$ cat config.mk
export PLATFORM = sky130hd
export DESIGN_NAME = slink_axi_tgt_pkt
export DESIGN_NICKNAME = d
export VERILOG_FILES = /design/src/rtl/slink_axi_tgt_pkt.sv
export SDC_FILE = /design/constraint.sdc
export NUM_CORES = 1
export LEC_CHECK = 0
export CAP_MARGIN = 20
export CORE_AREA = 5 5 200 202
export CTS_CLUSTER_SIZE = 16
export DETAILED_ROUTE_END_ITERATION = 10
export DIE_AREA = 0 0 205 207
export PLACE_DENSITY = 0.64
export SLEW_MARGIN = 20
export SYNTH_ARGS = -nofsm -noshare
export SYNTH_HDL_FRONTEND = slang
export SYNTH_SLANG_ARGS = --single-unit
$ cat constraint.sdc
create_clock -name axi_clk -period 4.8 [get_ports axi_clk]
set_input_delay 0.96 -clock axi_clk [delete_from_list [all_inputs] [get_ports axi_clk]]
set_output_delay 0.96 -clock axi_clk [all_outputs]
set_load 0.02 [all_outputs]
$ cat src/rtl/slink_axi_tgt_pkt.sv
// AXI target side of the serial link: packs AW/W/AR into link words and
// unpacks inbound B/R words into single-entry response holding registers.
module slink_axi_tgt_pkt #(
    parameter int         AXI_ADDR_WIDTH  = 32,
    parameter int         AXI_DATA_WIDTH  = 64,
    parameter int         MAX_OUTSTANDING = 8,
    parameter logic [7:0] AW_PKT_DT       = 8'h20,
    parameter logic [7:0] W_PKT_DT        = 8'h21,
    parameter logic [7:0] B_PKT_DT        = 8'h22,
    parameter logic [7:0] AR_PKT_DT       = 8'h23,
    parameter logic [7:0] R_PKT_DT        = 8'h24,
    localparam int A  = AXI_ADDR_WIDTH,
    localparam int D  = AXI_DATA_WIDTH,
    localparam int SW = D / 8,
    localparam int OW = ((9 + D + SW) > (38 + A) ? (9 + D + SW) : (38 + A)) + 24,
    localparam int IW = D + 35
) (
    input  logic          axi_clk,
    input  logic          axi_reset,
    input  logic [7:0]    tgt_awid,
    input  logic [A-1:0]  tgt_awaddr,
    input  logic [7:0]    tgt_awlen,
    input  logic [2:0]    tgt_awsize,
    input  logic [1:0]    tgt_awburst,
    input  logic [1:0]    tgt_awlock,
    input  logic [3:0]    tgt_awcache,
    input  logic [2:0]    tgt_awprot,
    input  logic [3:0]    tgt_awqos,
    input  logic [3:0]    tgt_awregion,
    input  logic          tgt_awvalid,
    output logic          tgt_awready,
    input  logic [7:0]    tgt_wid,
    input  logic [D-1:0]  tgt_wdata,
    input  logic [SW-1:0] tgt_wstrb,
    input  logic          tgt_wlast,
    input  logic          tgt_wvalid,
    output logic          tgt_wready,
    output logic [7:0]    tgt_bid,
    output logic [1:0]    tgt_bresp,
    output logic          tgt_bvalid,
    input  logic          tgt_bready,
    input  logic [7:0]    tgt_arid,
    input  logic [A-1:0]  tgt_araddr,
    input  logic [7:0]    tgt_arlen,
    input  logic [2:0]    tgt_arsize,
    input  logic [1:0]    tgt_arburst,
    input  logic [1:0]    tgt_arlock,
    input  logic [3:0]    tgt_arcache,
    input  logic [2:0]    tgt_arprot,
    input  logic [3:0]    tgt_arqos,
    input  logic [3:0]    tgt_arregion,
    input  logic          tgt_arvalid,
    output logic          tgt_arready,
    output logic [7:0]    tgt_rid,
    output logic [D-1:0]  tgt_rdata,
    output logic [1:0]    tgt_rresp,
    output logic          tgt_rlast,
    output logic          tgt_rvalid,
    input  logic          tgt_rready,
    output logic          a2l_valid,
    input  logic          a2l_ready,
    output logic [OW-1:0] a2l_data,
    input  logic          l2a_valid,
    output logic          l2a_accept,
    input  logic [IW-1:0] l2a_data,
    output logic          err_unknown_dt
);

    localparam int CW       = 5;
    localparam int WSTRB_WC = (D <= 64) ? 1 : D / 64;

    typedef enum logic [1:0] {
        SRC_AW,
        SRC_W,
        SRC_AR
    } src_t;

    function automatic logic [OW-1:0] pack_a(
        input logic [7:0]   dt,
        input logic [7:0]   id,
        input logic [7:0]   len,
        input logic [A-1:0] addr,
        input logic [2:0]   size,
        input logic [1:0]   burst,
        input logic [1:0]   lock,
        input logic [3:0]   cache,
        input logic [2:0]   prot,
        input logic [3:0]   qos,
        input logic [3:0]   region
    );
        logic [OW-1:0] w;
        w          = '0;
        w[7:0]     = dt;
        w[23:8]    = 16'(6 + A / 8);
        w[31:24]   = id;
        w[39:32]   = len;
        w[42:40]   = size;
        w[44:43]   = burst;
        w[46:45]   = lock;
        w[50:47]   = cache;
        w[53:51]   = prot;
        w[57:54]   = qos;
        w[61:58]   = region;
        w[62 +: A] = addr;
        return w;
    endfunction

    src_t          ptr, ptr_nxt;
    logic [CW-1:0] wr_out, rd_out;
    logic [7:0]    w_credit;
    logic          aw_el, w_el, ar_el;
    logic          gnt_aw, gnt_w, gnt_ar, any_gnt, load;
    logic [OW-1:0] w_word, nxt_word;
    logic          aw_ld, wl_ld, b_hs, r_hs;
    logic [7:0]    in_dt;
    logic          is_b, is_r, b_take, r_take;
    logic          unused_ok;

    assign unused_ok = ^l2a_data[23:8];

    always_comb begin
        aw_el   = tgt_awvalid && (wr_out < CW'(MAX_OUTSTANDING));
        w_el    = tgt_wvalid && (w_credit != 8'd0);
        ar_el   = tgt_arvalid && (rd_out < CW'(MAX_OUTSTANDING));
        load    = !a2l_valid || a2l_ready;
        gnt_aw  = 1'b0;
        gnt_w   = 1'b0;
        gnt_ar  = 1'b0;
        ptr_nxt = ptr;
        case (ptr)
            SRC_AW: begin
                if (aw_el)      gnt_aw = 1'b1;
                else if (w_el)  gnt_w  = 1'b1;
                else if (ar_el) gnt_ar = 1'b1;
            end
            SRC_W: begin
                if (w_el)       gnt_w  = 1'b1;
                else if (ar_el) gnt_ar = 1'b1;
                else if (aw_el) gnt_aw = 1'b1;
            end
            default: begin
                if (ar_el)      gnt_ar = 1'b1;
                else if (aw_el) gnt_aw = 1'b1;
                else if (w_el)  gnt_w  = 1'b1;
            end
        endcase
        any_gnt = gnt_aw || gnt_w || gnt_ar;
        if (gnt_aw)      ptr_nxt = SRC_W;
        else if (gnt_w)  ptr_nxt = SRC_AR;
        else if (gnt_ar) ptr_nxt = SRC_AW;
    end

    // Ready is only ever the grant of a cycle in which the register loads.
    assign tgt_awready = axi_reset && load && gnt_aw;
    assign tgt_wready  = axi_reset && load && gnt_w;
    assign tgt_arready = axi_reset && load && gnt_ar;

    always_comb begin
        w_word                = '0;
        w_word[7:0]           = W_PKT_DT;
        w_word[23:8]          = 16'(2 + SW + WSTRB_WC);
        w_word[31:24]         = tgt_wid;
        w_word[32]            = tgt_wlast;
        w_word[33 +: SW]      = tgt_wstrb;
        w_word[33 + SW +: D]  = tgt_wdata;
        if (gnt_aw)
            nxt_word = pack_a(AW_PKT_DT, tgt_awid, tgt_awlen, tgt_awaddr,
                              tgt_awsize, tgt_awburst, tgt_awlock,
                              tgt_awcache, tgt_awprot, tgt_awqos,
                              tgt_awregion);
        else if (gnt_w)
            nxt_word = w_word;
        else
            nxt_word = pack_a(AR_PKT_DT, tgt_arid, tgt_arlen, tgt_araddr,
                              tgt_arsize, tgt_arburst, tgt_arlock,
                              tgt_arcache, tgt_arprot, tgt_arqos,
                              tgt_arregion);
    end

    always_ff @(posedge axi_clk or negedge axi_reset) begin
        if (!axi_reset) begin
            a2l_valid <= 1'b0;
            a2l_data  <= '0;
            ptr       <= SRC_AW;
        end else if (load) begin
            a2l_valid <= any_gnt;
            if (any_gnt) begin
                a2l_data <= nxt_word;
                ptr      <= ptr_nxt;
            end
        end
    end

    assign aw_ld = tgt_awready;
    assign wl_ld = tgt_wready && tgt_wlast;
    assign b_hs  = tgt_bvalid && tgt_bready;
    assign r_hs  = tgt_rvalid && tgt_rready && tgt_rlast;

    // Late or unsolicited responses must not wrap the counters below zero.
    always_ff @(posedge axi_clk or negedge axi_reset) begin
        if (!axi_reset) begin
            wr_out   <= '0;
            rd_out   <= '0;
            w_credit <= '0;
        end else begin
            if (aw_ld && !b_hs)
                wr_out <= wr_out + CW'(1);
            else if (!aw_ld && b_hs && wr_out != '0)
                wr_out <= wr_out - CW'(1);
            if (tgt_arready && !r_hs)
                rd_out <= rd_out + CW'(1);
            else if (!tgt_arready && r_hs && rd_out != '0)
                rd_out <= rd_out - CW'(1);
            if (aw_ld && w_credit != 8'hFF)
                w_credit <= w_credit + 8'd1;
            else if (wl_ld)
                w_credit <= w_credit - 8'd1;
        end
    end

    assign in_dt  = l2a_data[7:0];
    assign is_b   = in_dt == B_PKT_DT;
    assign is_r   = in_dt == R_PKT_DT;

    always_comb begin
        l2a_accept = 1'b0;
        if (axi_reset && l2a_valid) begin
            if (is_b)      l2a_accept = !tgt_bvalid || tgt_bready;
            else if (is_r) l2a_accept = !tgt_rvalid || tgt_rready;
            else           l2a_accept = 1'b1;
        end
    end

    assign b_take = l2a_accept && is_b;
    assign r_take = l2a_accept && is_r;

    always_ff @(posedge axi_clk or negedge axi_reset) begin
        if (!axi_reset) begin
            tgt_bvalid     <= 1'b0;
            tgt_bid        <= '0;
            tgt_bresp      <= '0;
            tgt_rvalid     <= 1'b0;
            tgt_rid        <= '0;
            tgt_rresp      <= '0;
            tgt_rlast      <= 1'b0;
            tgt_rdata      <= '0;
            err_unknown_dt <= 1'b0;
        end else begin
            if (b_take) begin
                tgt_bvalid <= 1'b1;
                tgt_bid    <= l2a_data[31:24];
                tgt_bresp  <= l2a_data[33:32];
            end else if (tgt_bready) begin
                tgt_bvalid <= 1'b0;
            end
            if (r_take) begin
                tgt_rvalid <= 1'b1;
                tgt_rid    <= l2a_data[31:24];
                tgt_rresp  <= l2a_data[33:32];
                tgt_rlast  <= l2a_data[34];
                tgt_rdata  <= l2a_data[35 +: D];
            end else if (tgt_rready) begin
                tgt_rvalid <= 1'b0;
            end
            if (l2a_accept && !is_b && !is_r)
                err_unknown_dt <= 1'b1;
        end
    end

endmodule

# Word level (Yosys, flattened, before mapping)
# Index checks and enable logic that the tools add are counted.
[classes]
eq_ne = 4
reduce_logical = 49
n_addsub = 6
muxes = 30
n_lt_le_gt_ge = 2
[op_table]
columns = ["operator", "count"]
rows = [
  ["two-way mux 105 bit", 2],
  ["logical AND 1 bit", 23],
  ["two-way mux 5 bit", 4],
  ["equality test 8 x 6 -> 1 bit, second input constant", 2],
  ["two-way mux 1 bit", 16],
  ["two-way mux 8 bit", 2],
  ["adder 5 x 1 -> 5 bit, second input constant", 2],
  ["less-than comparator 5 x 4 -> 1 bit, second input constant", 2],
  ["nonzero test 2 bit", 5],
  ["nonzero test 5 bit", 2],
  ["subtractor 5 x 1 -> 5 bit, second input constant", 2],
  ["logical NOT 1 bit", 9],
  ["adder 8 x 1 -> 8 bit, second input constant", 1],
  ["!= test 8 bit, second input constant", 1],
  ["nonzero test 8 bit", 1],
  ["subtractor 8 x 1 -> 8 bit, second input constant", 1],
  ["two-way mux 2 bit", 3],
  ["one-hot mux 1 bit (2 select lines)", 3],
  ["logical OR 1 bit", 5],
  ["AND reduction 3 bit", 1],
  ["nonzero test 3 bit", 1],
  ["equality test 2 x 1 -> 1 bit, second input constant", 1],
  ["logical NOT 2 bit", 1],
  ["AND reduction 2 bit", 1],
]
[totals]
input_bits = 329
ff_bits = 214
output_inout_bits = 198
wordCells = 106

# Longest topological paths before layout
[logic_depth]
depth_word = 12
depth_mapped = 11
mapped_depth_nobuf = 10

# Worst setup path after synthesis
# OpenSTA, ideal clock, no wires.
[synth_path]
path_type = "input to register"
startpoint = "in tgt_awvalid"
endpoint = "reg w_credit[6]"
path_buffers = 0
setup_time_ns = 0.128
required_time_ns = 4.672
arrival_time_ns = 3.616
stages = 10
path_slack_ns = 1.057
cell_sequence = "nor3b_1 -> o21ai_1 -> a2111oi_0 -> inv_1 -> fa_1 -> a21o_1 -> a21oi_1 -> nand3b_1 -> nand3_1 -> mux2_1"
[synth_via]
elab_chain_len = 8
word_cells_on_any_way = 14
cone_classes = "8 x mux; 6 x reduce/logical"
[synth_rtl]
columns = ["item", "line", "rtl"]
rows = [
  ["start, declared", "30", "input logic tgt_awvalid,"],
  ["logical AND 1 bit *", "122", "aw_el = tgt_awvalid && (wr_out < CW'(MAX_OUTSTANDING));"],
  ["two-way mux 1 bit", "132, 139, 143", ""],
  ["two-way mux 1 bit", "142", "if (ar_el) gnt_ar = 1'b1;"],
  ["two-way mux 1 bit", "137", "if (w_el) gnt_w = 1'b1;"],
  ["one-hot mux 1 bit (2 select lines)", "130", "case (ptr)"],
  ["logical AND 1 bit", "154", "assign tgt_awready = axi_reset && load && gnt_aw;"],
  ["logical AND 1 bit", "214", "if (aw_ld && w_credit != 8'hFF)"],
  ["two-way mux 8 bit or nonzero test 2 bit (tied branches)", "-", ""],
  ["end signal, assigned", "215", "w_credit <= w_credit + 8'd1;"],
  ["end signal, assigned", "217", "w_credit <= w_credit - 8'd1;"],
  ["end, declared", "110", "logic [7:0] w_credit;"],
]
# Mark *: on every way between the ends. The rest lies on a longest branch, timed or not.
# A chain may end at the register's enable or synchronous reset.

# Worst setup path in the final report
[layout_path]
startpoint = "in a2l_ready"
endpoint = "out tgt_awready"
[layout_via]
elab_chain_len = 3
[layout_rtl]
columns = ["item", "line", "rtl"]
rows = [
  ["start, declared", "61", "input logic a2l_ready,"],
  ["logical OR 1 bit", "125", "load = !a2l_valid || a2l_ready;"],
  ["logical AND 1 bit (2 in series)", "154", ""],
  ["end, declared", "31", "output logic tgt_awready,"],
]
# Every way passes these cells.

==> impl_results.md <==
* Status: finished, final reports clean
* CTS Hold Bufs at 0
* Number of enable flip-flop cells after synthesis at 0
* Final RePlAce weighted congestion at 0.833
* Hold WC Path Type: flip-flop to flip-flop
* Core area at 0.0381 mm^2
* Synth-to-Final Area Change at 67.7%
* Most frequent CP cell: clkdlybuf4s50_1
* Die X at 205 um
* Final ANT Viol Nets at 0
* Nets at 1478
* Fin area at 0.0148 mm^2
* Synth area leader: dfrtp_1
* Die area at 0.0424 mm^2
* R2R Path End: w_credit[7]
* Period utilization at 0.831
* Crit path DAT at 3.03 ns
* CTS buffer count at 17
* R2R Setup Slk at 0.98 ns
* Pwr dens at 461 mW/mm^2
* Min Tclk post-route at 3.99 ns
* Root Buffer: clkbuf_16
* Post-synth top cells: 193 x dfrtp_1, 81 x a22o_1, 70 x a221o_1, 50 x mux2_1, 47 x mux2_2
* Crit-path cells: clkdlybuf4s50_1, nand2b_1, nand2_1, buf_4, a211oi_4, clkdlybuf4s50_1
* Combinational share of power at 0.451
* RSZ-0062 raised after global routing: false
* Clock skew at 0.0186 ns
* Wire per inst at 19.6 um
* Slew Viols, Final at 0
* Largest cells by area after synthesis: dfrtp_1 55%, a22o_1 8.0%, a221o_1 7.9%
* Final Hold Viols at 0
* IO Count at 527
* Multiplexer area fraction after synthesis at 0.127
* Detailed Place HPWL at 24500 um
* P_sw at 2.49 mW
* Drt pass-1 iters at 5
* TritonCTS clock tree: done
* Final wirelength at 32600 um
* Area post-placement at 0.0143 mm^2
* Main flop type after synthesis: dfrtp_1
* Post-CTS setup buffers at 0
* Die Ht at 207 um
* Critical register-to-register path startpoint: w_credit[0]
* Global-route wire length before repair at 49500 um
* Slowest CP cell: clkdlybuf4s50_1
* Setup violators final at 0
* Flop pwr share at 0.345
* Initial Util at 0.232
* Worst-Skew Late Latency at 0.45 ns
* Syn_area_per_cell at 13.5 um^2
* Hold path cells at 1
* Synth Area in Adders at 0.0266
* Initial antenna violation count at 1
* Crit Path Category: input port to primary output
* Max H-tree Level at 4
* Most frequent cell after synthesis: dfrtp_1
* Hold Path Origin: a2l_data[1]
* DRT iter0 DRCs at 444
* CP Launch Type: input port
* Worst-Margin Slew at 0.912 ns
* Worst EP required at 3.84 ns
* Number of max-cap violations at 0
* Syn Std Cell Area at 0.00884 mm^2
* CTS Buffer Depth at 2
* Fin util at 0.389
* Pin count of the biggest net entering global routing at 132
* Fmax achieved at 251 MHz
* Fin Hold WS at 0.483 ns
* Max-slew headroom at 0.392
* Row cnt at 72
* Netlist cell types at 56
* Gr ovfl total at 0
* Setup TNS at 0 ns
* Layout cell share with drive strength beyond 1 at 0.0909
* Post-Synth XOR/XNOR Area at 0.0129
* Vias in the first global route at 7919
* Post-synthesis sequential area ratio at 0.546
* Mapped Cells at 654
* Clock-pin slew on the worst setup and hold paths at 0.07 ns
* GR Util All Layers at 0.149
* Clock power share at 0.204
* Async S/R FF share, synth at 1.00
* Reg2reg path depth at 10
* I/O Buffers at 492
* Synth Warn # at 0
* Synth Area in Simple Gates at 0.0425
* Post-synthesis compound-gate area fraction at 0.199
* #FFs+latches synth at 193
* Leak pwr at 6.32 nW
* Critical Path Sink Type: primary output
* Top cell family by delay on the critical path: buffers and inverters
* Vias at 7599
* Main combinational cell family by area after synthesis: compound AO/OA/AOI/OAI gates
* CP max FO at 6
* Worst Hold Path EP: a2l_data[1]
* Yosys top cell area share at 0.546
* Worst path bufs/invs at 3
* Internal power at 4.34 mW
* Drt drc at 0
* Sink Count at 193
* Sw Share at 0.364
* Max IR drop VDD at 0.319 mV
* Post-CTS sizing at 0
* Slowest Stage Delay on Critical Path at 0.70 ns
* Routed vias/inst at 4.57
[logic make-up (layout without fill, tap and decap cells)]
family / after synthesis / count (layout)
adder cells (fa/ha/maj): 17 / 17
AND/OR/NAND/NOR: 65 / 65
buffers and inverters: 70 / 543
other: 1 / 19
AO/OA/AOI/OAI: 195 / 195
XOR/XNOR: 13 / 13
flip-flops: 193 / 193
multiplexers: 100 / 100
[metal layers]
| metal | vias to the layer above | wire [um] | GRT usage | share of wire |
|---|---|---|---|---|
| li1 | 3464 | - | - | - |
| met1 | 3808 | 13000 | 0.182 | 0.40 |
| met2 | 295 | 16100 | 0.248 | 0.49 |
| met3 | 32 | 2800 | 0.0525 | 0.086 |
| met4 | 0 | 656 | 0.0441 | 0.020 |
| met5 | - | 0 | 0 | 0 |
[cells in the final DEF, fill, tap and decap left out, types with 2 or more instances in the layout]
master,count
a211oi_4,2
a21o_1,11
a21oi_1,12
a221o_1,70
a22o_1,81
buf_12,3
buf_4,10
clkbuf_16,17
clkdlybuf4s50_1,491
clkinv_4,5
clkinvlp_4,2
conb_1,18
dfrtp_1,193
fa_1,3
ha_1,14
inv_1,7
inv_6,3
inv_8,2
mux2_1,50
mux2_2,47
mux2i_1,3
nand2_1,12
nand2b_1,5
nand3_1,7
nand4_1,6
nor2_1,8
nor2b_1,3
nor3_1,6
nor3b_1,3
nor4b_1,2
o211ai_1,2
o21ai_1,2
o21bai_1,2
or4_1,3
xnor2_1,7
xor2_1,6
[flip-flops by register name (all words and copies together) (netlist names), 2 cells and up]
name / flops
rd_out: 5
tgt_rdata: 64
tgt_bresp: 2
a2l_data: 85
tgt_rid: 8
wr_out: 5
w_credit: 8
tgt_bid: 8
tgt_rresp: 2
[metrics by stage]
| stage | cells | power (mW) | worst slack (ns) |
|---|---|---|---|
| 2_1_floorplan | 671 | 4.09 | 1.06 |
| 3_3_place_gp | 1631 | 5.43 | 0.490 |
| 3_5_place_dp | 1631 | 5.48 | 0.473 |
| 4_1_cts | 1662 | 6.92 | 0.776 |
| 5_1_grt | 1662 | 7.23 | 0.624 |
| 6_report | 1663 | 6.83 | 0.811 |
[worst reg2reg max path, stage by stage (launching register included)]
cell	delay [ns]
dfrtp_1	0.45
or4_1	0.60
o21a_4	0.28
a2111oi_0	0.59
inv_1	0.33
ha_1	0.35
a21oi_1	0.19
o211ai_1	0.15
o41ai_1	0.40
mux2i_1	0.27
xnor2_1	0.13
[power by group through the flow]
stage / clock network (mW) / logic [mW] / registers (mW)
global placement: 0 / 3.06 / 2.37
CTS: 1.45 / 3.11 / 2.36
floorplan: 0 / 1.32 / 2.77
finish: 1.39 / 3.08 / 2.36
global route: 1.51 / 3.30 / 2.42
detailed placement: 0 / 3.09 / 2.38
[area by class of cell]
cell class	instances	area, um^2
inverter	7	26.3
antenna	1	2.50
clock buffer	17	425
fill	3712	23300
clock inverter	14	129
tap	518	648
multi-input combinational	408	3700
timing repair buffer	505	5060
sequential	193	4830
[worst max-delay path by stage]
stage	startpoint	end	slack (ns)	depth (start not counted)
floorplan	tgt_awvalid	w_credit[6]	1.06	10
global placement	tgt_awvalid	w_credit[7]	0.49	11
detailed placement	tgt_awvalid	w_credit[7]	0.47	11
CTS	tgt_awvalid	tgt_awready	0.78	6
global route	tgt_awvalid	w_credit[7]	0.62	11
finish	a2l_ready	tgt_awready	0.81	6
Note: power is estimated with default switching activity, not from simulation.
